<file path="config.mk">
export PLATFORM = sky130hd
export DESIGN_NAME = stack_pop_reader_flat
export DESIGN_NICKNAME = d
export VERILOG_FILES = /design/src/rtl/stack_pop_reader_if.sv /design/src/rtl/stack_pop_reader.sv /design/src/flat_wrapper.sv
export SDC_FILE = /design/constraint.sdc
export NUM_CORES = 1
export LEC_CHECK = 0
export CAP_MARGIN = 0
export CELL_PAD_IN_SITES_DETAIL_PLACEMENT = 0
export CELL_PAD_IN_SITES_GLOBAL_PLACEMENT = 1
export CORE_MARGIN = 8
export CORE_UTILIZATION = 41
export DETAILED_ROUTE_END_ITERATION = 10
export GPL_TIMING_DRIVEN = 0
export HOLD_SLACK_MARGIN = 0.02
export PLACE_DENSITY = 0.84
export RECOVER_POWER = 100
export SYNTH_ARGS = -nofsm -noshare
export SYNTH_HDL_FRONTEND = slang
export SYNTH_SLANG_ARGS = --single-unit
</file>
<file path="constraint.sdc">
create_clock -name clk -period 4.7 [get_ports clk]
set_clock_uncertainty 0.15 [all_clocks]
set_input_delay 0.94 -clock clk [delete_from_list [all_inputs] [get_ports clk]]
set_output_delay 0.94 -clock clk [all_outputs]
set_load 0.05 [all_outputs]
</file>
<file path="src/rtl/stack_pop_reader_if.sv">
// Storage read port (rd/empty/r_data) plus the valid/ready output stream of stack_pop_reader.
// STACK_POP_READER_LAST_EN adds the m_last sideband to the stream.
interface stack_pop_reader_if #(
   parameter int B = 4
);
   logic         rd;
   logic         empty;
   logic [B-1:0] r_data;
   logic [B-1:0] m_data;
   logic         m_valid;
   logic         m_ready;
`ifdef STACK_POP_READER_LAST_EN
   logic         m_last;

   modport master (
      output rd, m_data, m_valid, m_last,
      input  empty, r_data, m_ready
   );

   modport slave (
      input  rd, m_data, m_valid, m_last,
      output empty, r_data, m_ready
   );
`else
   modport master (
      output rd, m_data, m_valid,
      input  empty, r_data, m_ready
   );

   modport slave (
      input  rd, m_data, m_valid,
      output empty, r_data, m_ready
   );
`endif
endinterface

</file>
<file path="src/rtl/stack_pop_reader.sv">
// Pops a requested burst of words from 1-cycle-latency block-RAM storage into a 2-entry output FIFO.
// Optional macro STACK_POP_READER_LAST_EN tags the final word of each burst with m_last.
module stack_pop_reader #(
   parameter int B     = 4,
   parameter int CNT_W = 8
) (
   input  logic               clk,
   input  logic               reset,
   input  logic               start,
   input  logic [CNT_W-1:0]   count,
   output logic               busy,
   output logic               done,
   stack_pop_reader_if.master bus
);

   typedef enum logic [1:0] {
      S_IDLE,
      S_POP,
      S_DRAIN,
      S_DONE
   } state_t;

   state_t           state_q,     state_d;
   logic [CNT_W-1:0] remaining_q, remaining_d;
   logic             in_flight_q, in_flight_d;
   logic [1:0]       occ_q,       occ_d;
   logic             head_q,      head_d;
   logic             tail_q,      tail_d;
   logic [B-1:0]     buf_data_q [2];
   logic [B-1:0]     buf_data_d [2];
`ifdef STACK_POP_READER_LAST_EN
   logic             last_flight_q, last_flight_d;
   logic             buf_last_q [2];
   logic             buf_last_d [2];
`endif

   logic       xfer;
   logic       last_pop;
   logic [1:0] committed;

   assign bus.m_valid = (occ_q != 2'd0);
   assign bus.m_data  = buf_data_q[head_q];
`ifdef STACK_POP_READER_LAST_EN
   assign bus.m_last  = buf_last_q[head_q];
`endif

   assign xfer = bus.m_valid & bus.m_ready;
   // A head word leaving this cycle frees its slot before the in-flight word can land,
   // so counting it keeps the 1 word/cycle stream while still guaranteeing a landing slot.
   assign committed = occ_q + {1'b0, in_flight_q} - {1'b0, xfer};
   assign last_pop  = bus.rd && (remaining_q == CNT_W'(1));

   always_ff @(posedge clk) begin
      // NOTE: sequential state uses non-blocking assignments so every flop samples pre-edge values.
      if (reset) begin
         state_q     <= S_IDLE;
         remaining_q <= '0;
         in_flight_q <= 1'b0;
         occ_q       <= 2'd0;
         head_q      <= 1'b0;
         tail_q      <= 1'b0;
         // NOTE: the buffer is reset only because m_data must read 0 after reset; larger storage would not be.
         buf_data_q[0] <= '0;
         buf_data_q[1] <= '0;
`ifdef STACK_POP_READER_LAST_EN
         last_flight_q <= 1'b0;
         buf_last_q[0] <= 1'b0;
         buf_last_q[1] <= 1'b0;
`endif
      end else begin
         state_q     <= state_d;
         remaining_q <= remaining_d;
         in_flight_q <= in_flight_d;
         occ_q       <= occ_d;
         head_q      <= head_d;
         tail_q      <= tail_d;
         buf_data_q  <= buf_data_d;
`ifdef STACK_POP_READER_LAST_EN
         last_flight_q <= last_flight_d;
         buf_last_q    <= buf_last_d;
`endif
      end
   end

   always_comb begin
      // NOTE: every comb output gets a default first so no path leaves it unassigned (no latch).
      state_d = state_q;
      case (state_q)
         S_IDLE:  if (start) state_d = (count != '0) ? S_POP : S_DONE;
         S_POP:   if (last_pop) state_d = S_DRAIN;
         S_DRAIN: if (!in_flight_q && (occ_q == 2'd0)) state_d = S_DONE;
         S_DONE:  state_d = S_IDLE;
         default: state_d = S_IDLE;
      endcase
   end

   always_comb begin
      busy   = 1'b0;
      done   = 1'b0;
      bus.rd = 1'b0;
      case (state_q)
         S_POP: begin
            busy   = 1'b1;
            bus.rd = (remaining_q != '0) && !bus.empty && (committed < 2'd2);
         end
         S_DRAIN: busy = 1'b1;
         S_DONE:  done = 1'b1;
         default: ;
      endcase
   end

   always_comb begin
      remaining_d = remaining_q;
      if ((state_q == S_IDLE) && start) begin
         remaining_d = count;
      end else if (bus.rd) begin
         remaining_d = remaining_q - CNT_W'(1);
      end

      in_flight_d = bus.rd;
      occ_d       = committed;
      head_d      = head_q ^ xfer;
      tail_d      = tail_q ^ in_flight_q;

      buf_data_d = buf_data_q;
      if (in_flight_q) buf_data_d[tail_q] = bus.r_data;
`ifdef STACK_POP_READER_LAST_EN
      last_flight_d = last_pop;
      buf_last_d    = buf_last_q;
      if (in_flight_q) buf_last_d[tail_q] = last_flight_q;
`endif
   end

endmodule

</file>
<file path="src/flat_wrapper.sv">
// flat-port wrapper written by rule: the top's interface ports become plain ports
module stack_pop_reader_flat 
#(
   parameter int B     = 4,
   parameter int CNT_W = 8
)
  (clk, reset, start, count, busy, done, bus_rd, bus_m_data, bus_m_valid, bus_empty, bus_r_data, bus_m_ready);
  stack_pop_reader_if #(.B(B)) bus_i ();
  input  logic clk;
  input  logic reset;
  input  logic start;
  input  logic [CNT_W-1:0] count;
  output logic busy;
  output logic done;
  output wire logic [$bits(bus_i.rd)-1:0] bus_rd;
  output wire logic [$bits(bus_i.m_data)-1:0] bus_m_data;
  output wire logic [$bits(bus_i.m_valid)-1:0] bus_m_valid;
  input wire logic [$bits(bus_i.empty)-1:0] bus_empty;
  input wire logic [$bits(bus_i.r_data)-1:0] bus_r_data;
  input wire logic [$bits(bus_i.m_ready)-1:0] bus_m_ready;
  assign bus_rd = bus_i.rd;
  assign bus_m_data = bus_i.m_data;
  assign bus_m_valid = bus_i.m_valid;
  assign bus_i.empty = bus_empty;
  assign bus_i.r_data = bus_r_data;
  assign bus_i.m_ready = bus_m_ready;
  stack_pop_reader #(.B(B), .CNT_W(CNT_W)) u_core (.clk(clk), .reset(reset), .start(start), .count(count), .busy(busy), .done(done), .bus(bus_i));
endmodule
</file>
==> metrics.txt, run 1 <==
outcome=completed; Iter 0 DRT Violations=35; Synthesized Nets=165; Antenna diodes=0; io pins=25; Die Area=0.00511 sq mm; root buf cell=clkbuf_4; via count=1018; Worst Slack Setup Final=0.211 ns; Max Clk Rate=0.223 GHz; WL final=2.62 mm; Reg clk slew, reported paths=0.13 ns; GR Util All Layers=11.2%; Worst R2R Path Depth=10; post-DP HPWL=2.09 mm; WL per Instance=13.3 um; Power Density=418 mW/mm^2; proportion of netlist area held by the largest area contributor=36.5%; share of layout cells above drive strength 1=8.54%; Worst Hold Depth=2; top cells by count, synth=dfxtp_1 (23), nor2_1 (19), ha_1 (12); min-delay src=u_core.buf_data_q[3]; Hold Vio Cnt, Final=0; Clock Power Share=14.2%; crit-path cells=clkdlybuf4s50_1, and2_1, ha_1, inv_1, ha_1, xor3_1, nor3b_4, nand2_2, inv_2, clkdlybuf4s15_1; core area=0.00300 sq mm; post-DR vias/cell=5.17; CTS tree=built; Syn. warnings=0; CTS sink cnt=23; Slew HR=65.7%; worst hold path type=reg2reg; Netlist cell types=32; Final period util=95.5%; CP top delay family=buffers and inverters; Leakage=0.625 nW; post-synthesis sequential area ratio=36.5%; max incr delay on CP=0.51 ns; Hold EP=u_core.buf_data_q[3]; cell type with the largest total area after synthesis=dfxtp_1; Critical Path End Type=output port; DRT Pass-1 Iters=4; RSZ-0062 raised after global routing=no; Cell Area, Synth=0.00126 sq mm; Clock Path Buffers=2; clk_lat worst skew=0.31 ns; Internal=0.000392 W; fin crit period=4.49 ns; total CTS buffers=3; total power=0.000656 W; worst hold slack=0.359 ns; peak supply drop=0.000270 V; Crit Path Max Fanout=7; FP Rows=20; Post-synth ARST share=0%; RR Startpoint=u_core.occ_q[1]; initial antenna violation count=0; largest net degree at the start of global routing=14; Area Growth Syn to Fin=24.4%; die width=71.5 um; Slowest cell on crit path=clkdlybuf4s15_1; Switching Power=0.000264 W; critical path startpoint category=primary input; Slew Limit Fails=0; worst-margin pin slew=0.510 ns; RR Endpoint=u_core.remaining_q[6]; Max-Cap Viols=0; largest cells by area after synthesis=dfxtp_1 (36%), ha_1 (12%), mux2i_1 (6.3%); #FFs+latches synth=23; GPL Wtd Cong=0.823; Comb pwr share=46.4%; Req. time, crit path=3.61 ns; crit-path most repeated cell=ha_1; first-pass GRT wire length=4.61 mm; post-route antenna net violation count=0; pre-CTS setup slack=-0.105 ns; DIE HEIGHT=71.5 um; number of port buffers=24; fin nets=194; Worst Path Buf+Inv=4; remaining routing DRC violations=0; Syn Inst Count=136; switching part of the total=40.3%; Setup Buffers After CTS=0; grt ovf=0; syn avg cell area=9.28 sq um; vias in the first global route=1059; most common cell in the netlist=dfxtp_1; flop2flop setup slack=1.96 ns; number of enable flip-flop cells after synthesis=0; Crit Path Category=in2out; Primary FF master, synth=dfxtp_1; Initial Utilization=42.0%; Final setup violation count=0; sequential share of power=39.5%; H-tree depth=1; worst path arrival time=3.40 ns
power groups by stage:
stage	clock, W	sequential [W]	combinational, W
floorplan	0	0.000255	0.000240
global placement	0	0.000262	0.000308
detailed placement	0	0.000263	0.000312
CTS	0.0000987	0.000259	0.000313
global route	0.000105	0.000265	0.000342
finish	0.0000928	0.000259	0.000304
area by class of cell:
type | instances | area, sq um
inverter | 8 | 30.0
tap | 33 | 41.3
clock buffer | 3 | 22.5
clock inverter | 1 | 5.00
buffer | 5 | 18.8
timing repair buffer | 24 | 240
sequential | 23 | 460
fill | 291 | 1430
multi-input combinational | 100 | 752
cell usage in the layout, fill, tap and decap left out, types with 5 or more instances in the layout:
cell,netlist,final
nand3_1,7,7
nor2_1,19,19
clkdlybuf4s50_1,0,15
clkbuf_1,5,5
dfxtp_1,23,23
dlygate4sd3_1,0,8
mux2_2,5,5
mux2i_1,8,8
inv_1,7,7
ha_1,12,12
flip-flops by register name (all words and copies together), names as in the netlist:
register            cells
u_core.buf_data_q       8
u_core.remaining_q      8
u_core.occ_q            2
u_core.state_q          2
u_core.head_q           1
u_core.in_flight_q      1
u_core.tail_q           1
routing by layer:
metal	wire, um	up-vias	GRT usage [%]
met5	0	-	0
met4	16	0	3.40
met3	130	2	4.04
met2	1390	17	21.0
met1	1080	466	11.2
li1	-	533	-
tightest hold or removal path: cells and delay by family (launching register included):
family | cells | cell delay, ns
DFF | 1 | 0.34
muxes | 1 | 0.07
and+or+nand+nor | 1 | 0.07
through the flow:
| stage | std cells | instance area [sq um] | TNS [ns] | utilization, % |
|---|---|---|---|---|
| after global placement | 193 | 1540 | -0.0884 | 51.4 |
| after global routing | 197 | 1570 | 0 | 52.3 |
| after CTS | 197 | 1570 | 0 | 52.3 |
| final | 197 | 1570 | 0 | 52.3 |
| after floorplan | 136 | 1260 | 0 | - |
| after detailed placement | 193 | 1540 | -0.105 | 51.4 |
timing repair:
item,CTS,global route
endpoints found under the setup margin,1,1
resized for setup,1,1
hold buffers,0,0
cell families after synthesis:
kind of cell | count (synthesis) | synth area share, %
AO/OA/AOI/OAI | 15 | 8.42
buffers and inverters | 13 | 3.87
AND/OR/NAND/NOR | 52 | 21.7
adder cells (fa/ha/maj) | 12 | 11.9
flip-flops | 23 | 36.5
multiplexers | 13 | 10.8
XOR/XNOR | 8 | 6.84
how the worst max path moves through the flow:
stage                      from  slack, ns     end  cells past startpoint
finish              bus_m_ready       0.21  bus_rd                     10
global route        bus_m_ready       0.02  bus_rd                     10
CTS                 bus_m_ready       0.16  bus_rd                     10
detailed placement  bus_m_ready      -0.10  bus_rd                     10
global placement    bus_m_ready      -0.09  bus_rd                     10
floorplan           bus_m_ready       1.16  bus_rd                      8
Power figures use the tool's default switching activity.
==> run 2: changes to the inputs <==
--- a/config.mk
+++ b/config.mk
@@ -10,11 +10,13 @@
 export CELL_PAD_IN_SITES_GLOBAL_PLACEMENT = 1
 export CORE_MARGIN = 8
 export CORE_UTILIZATION = 41
+export CTS_CLUSTER_SIZE = 30
 export DETAILED_ROUTE_END_ITERATION = 10
 export GPL_TIMING_DRIVEN = 0
 export HOLD_SLACK_MARGIN = 0.02
 export PLACE_DENSITY = 0.84
 export RECOVER_POWER = 100
+export SETUP_SLACK_MARGIN = 0.05
 export SYNTH_ARGS = -nofsm -noshare
 export SYNTH_HDL_FRONTEND = slang
 export SYNTH_SLANG_ARGS = --single-unit
==> run 2 against run 1 <==
Against the previous run: total power is 0.32% lower; utilization is 0.25 points lower; register-to-register slack worse by 0.02 ns; cell area is 0.48% lower; fmax is 3.1% higher; flip-flop and latch count stayed put; count of clock-buffer cells in the layout stayed put; sequential share of layout area is 0.14 points higher; routed wire length is 0.11% higher; worst hold slack hardly changed; first-iteration DRC count is 20% lower; sequential power hardly changed; critical path type unchanged.
==> metrics.txt, run 2 (synthesized netlist as in run 1, its figures left out) <==
placed inst area=0.00154 sq mm (unchanged); post-route antenna net violation count=0 (unchanged); Slew Limit Fails=0 (unchanged); vias in the first global route=1059 (unchanged); min-delay src=u_core.buf_data_q[3]; Crit Path Category=in2out; H-tree depth=1 (unchanged); RSZ-0062 raised after global routing=no; Critical Path End Type=output port; via count=1019 (+0.098%); leading cell type in the layout, fill and taps excluded=dfxtp_1; Worst Slack Setup Final=0.348 ns (+0.137 ns); fin nets=194 (unchanged); CTS sink cnt=23 (unchanged); Setup Buffers After CTS=0 (unchanged); post-DR vias/cell=5.17 (about the same); Max-Cap Viols=0 (unchanged); WL final=2.62 mm (+0.11%); share of layout cells above drive strength 1=8.54% (unchanged); Die Area=0.00511 sq mm (unchanged); outcome=completed; RR Startpoint=u_core.occ_q[1]; Iter 0 DRT Violations=28 (-20%); final core utilization=52.0% (-0.25 points); remaining routing DRC violations=0 (unchanged); CTS tree=built; Reg clk slew, reported paths=0.13 ns (about the same); multi-input logic area=749 sq um (-0.33%); clk_lat worst skew=0.31 ns (about the same); Max Clk Rate=0.230 GHz (+3.1%); initial antenna violation count=0 (unchanged); Crit Path Max Fanout=7 (unchanged); core area=0.00300 sq mm (unchanged); most frequent cells in the layout=dfxtp_1 (23), nor2_1 (19), clkdlybuf4s50_1 (15); GPL Wtd Cong=0.823 (unchanged); Area Growth Syn to Fin=23.8%; Slew HR=65.7% (about the same); fin crit period=4.35 ns (-0.137 ns); largest net degree at the start of global routing=14 (unchanged); beginning of the critical path=bus_m_ready; peak supply drop=0.000267 V (-1.3%); Req. time, crit path=3.61 ns (about the same); GR Util All Layers=11.2% (unchanged); total CTS buffers=3 (unchanged); Initial Utilization=42.0% (unchanged); die width=71.5 um (unchanged); post-DP HPWL=2.09 mm (unchanged); pre-CTS setup slack=-0.105 ns (unchanged); number of port buffers=24 (unchanged); Hold Vio Cnt, Final=0 (unchanged); DIE HEIGHT=71.5 um (unchanged); worst path arrival time=3.26 ns (-0.14 ns); filler instances=293 (+0.69%); register area=460 sq um (unchanged); first-pass GRT wire length=4.61 mm (unchanged); Final setup violation count=0 (unchanged); critical path startpoint category=primary input; Antenna diodes=0 (unchanged); worst-margin pin slew=0.510 ns (-0.000151 ns); Final period util=92.6% (-2.9 points); Largest regs=u_core.buf_data_q x8, u_core.remaining_q x8; grt ovf=0 (unchanged); Power Density=418 mW/mm^2 (+0.16%); Leakage=0.623 nW (-0.23%); io pins=25 (unchanged); worst hold path type=reg2reg; Clock Path Buffers=2 (unchanged); FP Rows=20 (unchanged); root buf cell=clkbuf_4; DRT Pass-1 Iters=4 (unchanged); final instance area=0.00156 sq mm (-0.48%); WL per Instance=13.3 um (+0.11%)
[run 2: cell types whose count changed in the layout (fill, tap and decap cells not counted), sizes merged]
cell,change
clkbuf,+1
clkdlybuf4s15,-1
[run 2: routing by layer]
metal	part of all wire [%]	track usage, %	up-vias
met3	4.0	4.04	2
met4	0.61	3.40	0
li1	-	-	532
met2	53	21.0	11
met1	42	11.2	474
met5	0	0	-
[run 2: power by group]
part,internal [W],total [W],switching [W]
Sequential,0.000227,0.000259,0.0000318
Clock,0.0000318,0.0000929,0.0000610
Combinational,0.000131,0.000302,0.000171
[run 2: layout make-up]
type / instances / area share [%]
Buffer: 5 / 1.20
Inverter: 8 / 1.92
Tap cell: 33 / 2.64
Clock buffer: 3 / 1.44
Multi-Input combinational cell: 100 / 48.0
Sequential cell: 23 / 29.5
Clock inverter: 1 / 0.320
Timing Repair Buffer: 24 / 15.1
[run 2: worst paths after layout]
check / slack, ns / to / cells after the start
setup / recovery: 0.35 / bus_rd / 10
hold reg to reg: 0.36 / u_core.buf_data_q[3] / 2
hold / removal: 0.36 / u_core.buf_data_q[3] / 2
setup reg to reg: 1.94 / u_core.remaining_q[0] / 11
[run 2: critical path, stage by stage]
cell and delay (ns):
clkdlybuf4s50_1 0.45, and2_0 0.19, ha_1 0.25, inv_1 0.06, ha_1 0.14, xor3_1 0.29
nor3b_4 0.36, nand2_1 0.17, inv_2 0.13, clkbuf_2 0.29
[run 2: stage by stage]
step	hold WS, ns	setup TNS [ns]	power (W)	std cells
floorplan	0.304	0	0.000495	136
global placement	0.317	-0.0884	0.000570	193
CTS	0.362	0	0.000671	197
global route	0.385	0	0.000710	197
detailed placement	0.330	-0.105	0.000575	193
finish	0.359	0	0.000654	197
[run 2: repair_timing]
| action | in CTS | in global routing |
|---|---|---|
| hold buffers | 0 | 0 |
| pin swaps | 0 | 0 |
| gates resized for setup | 1 | 2 |
| endpoints found under the setup margin | 1 | 1 |
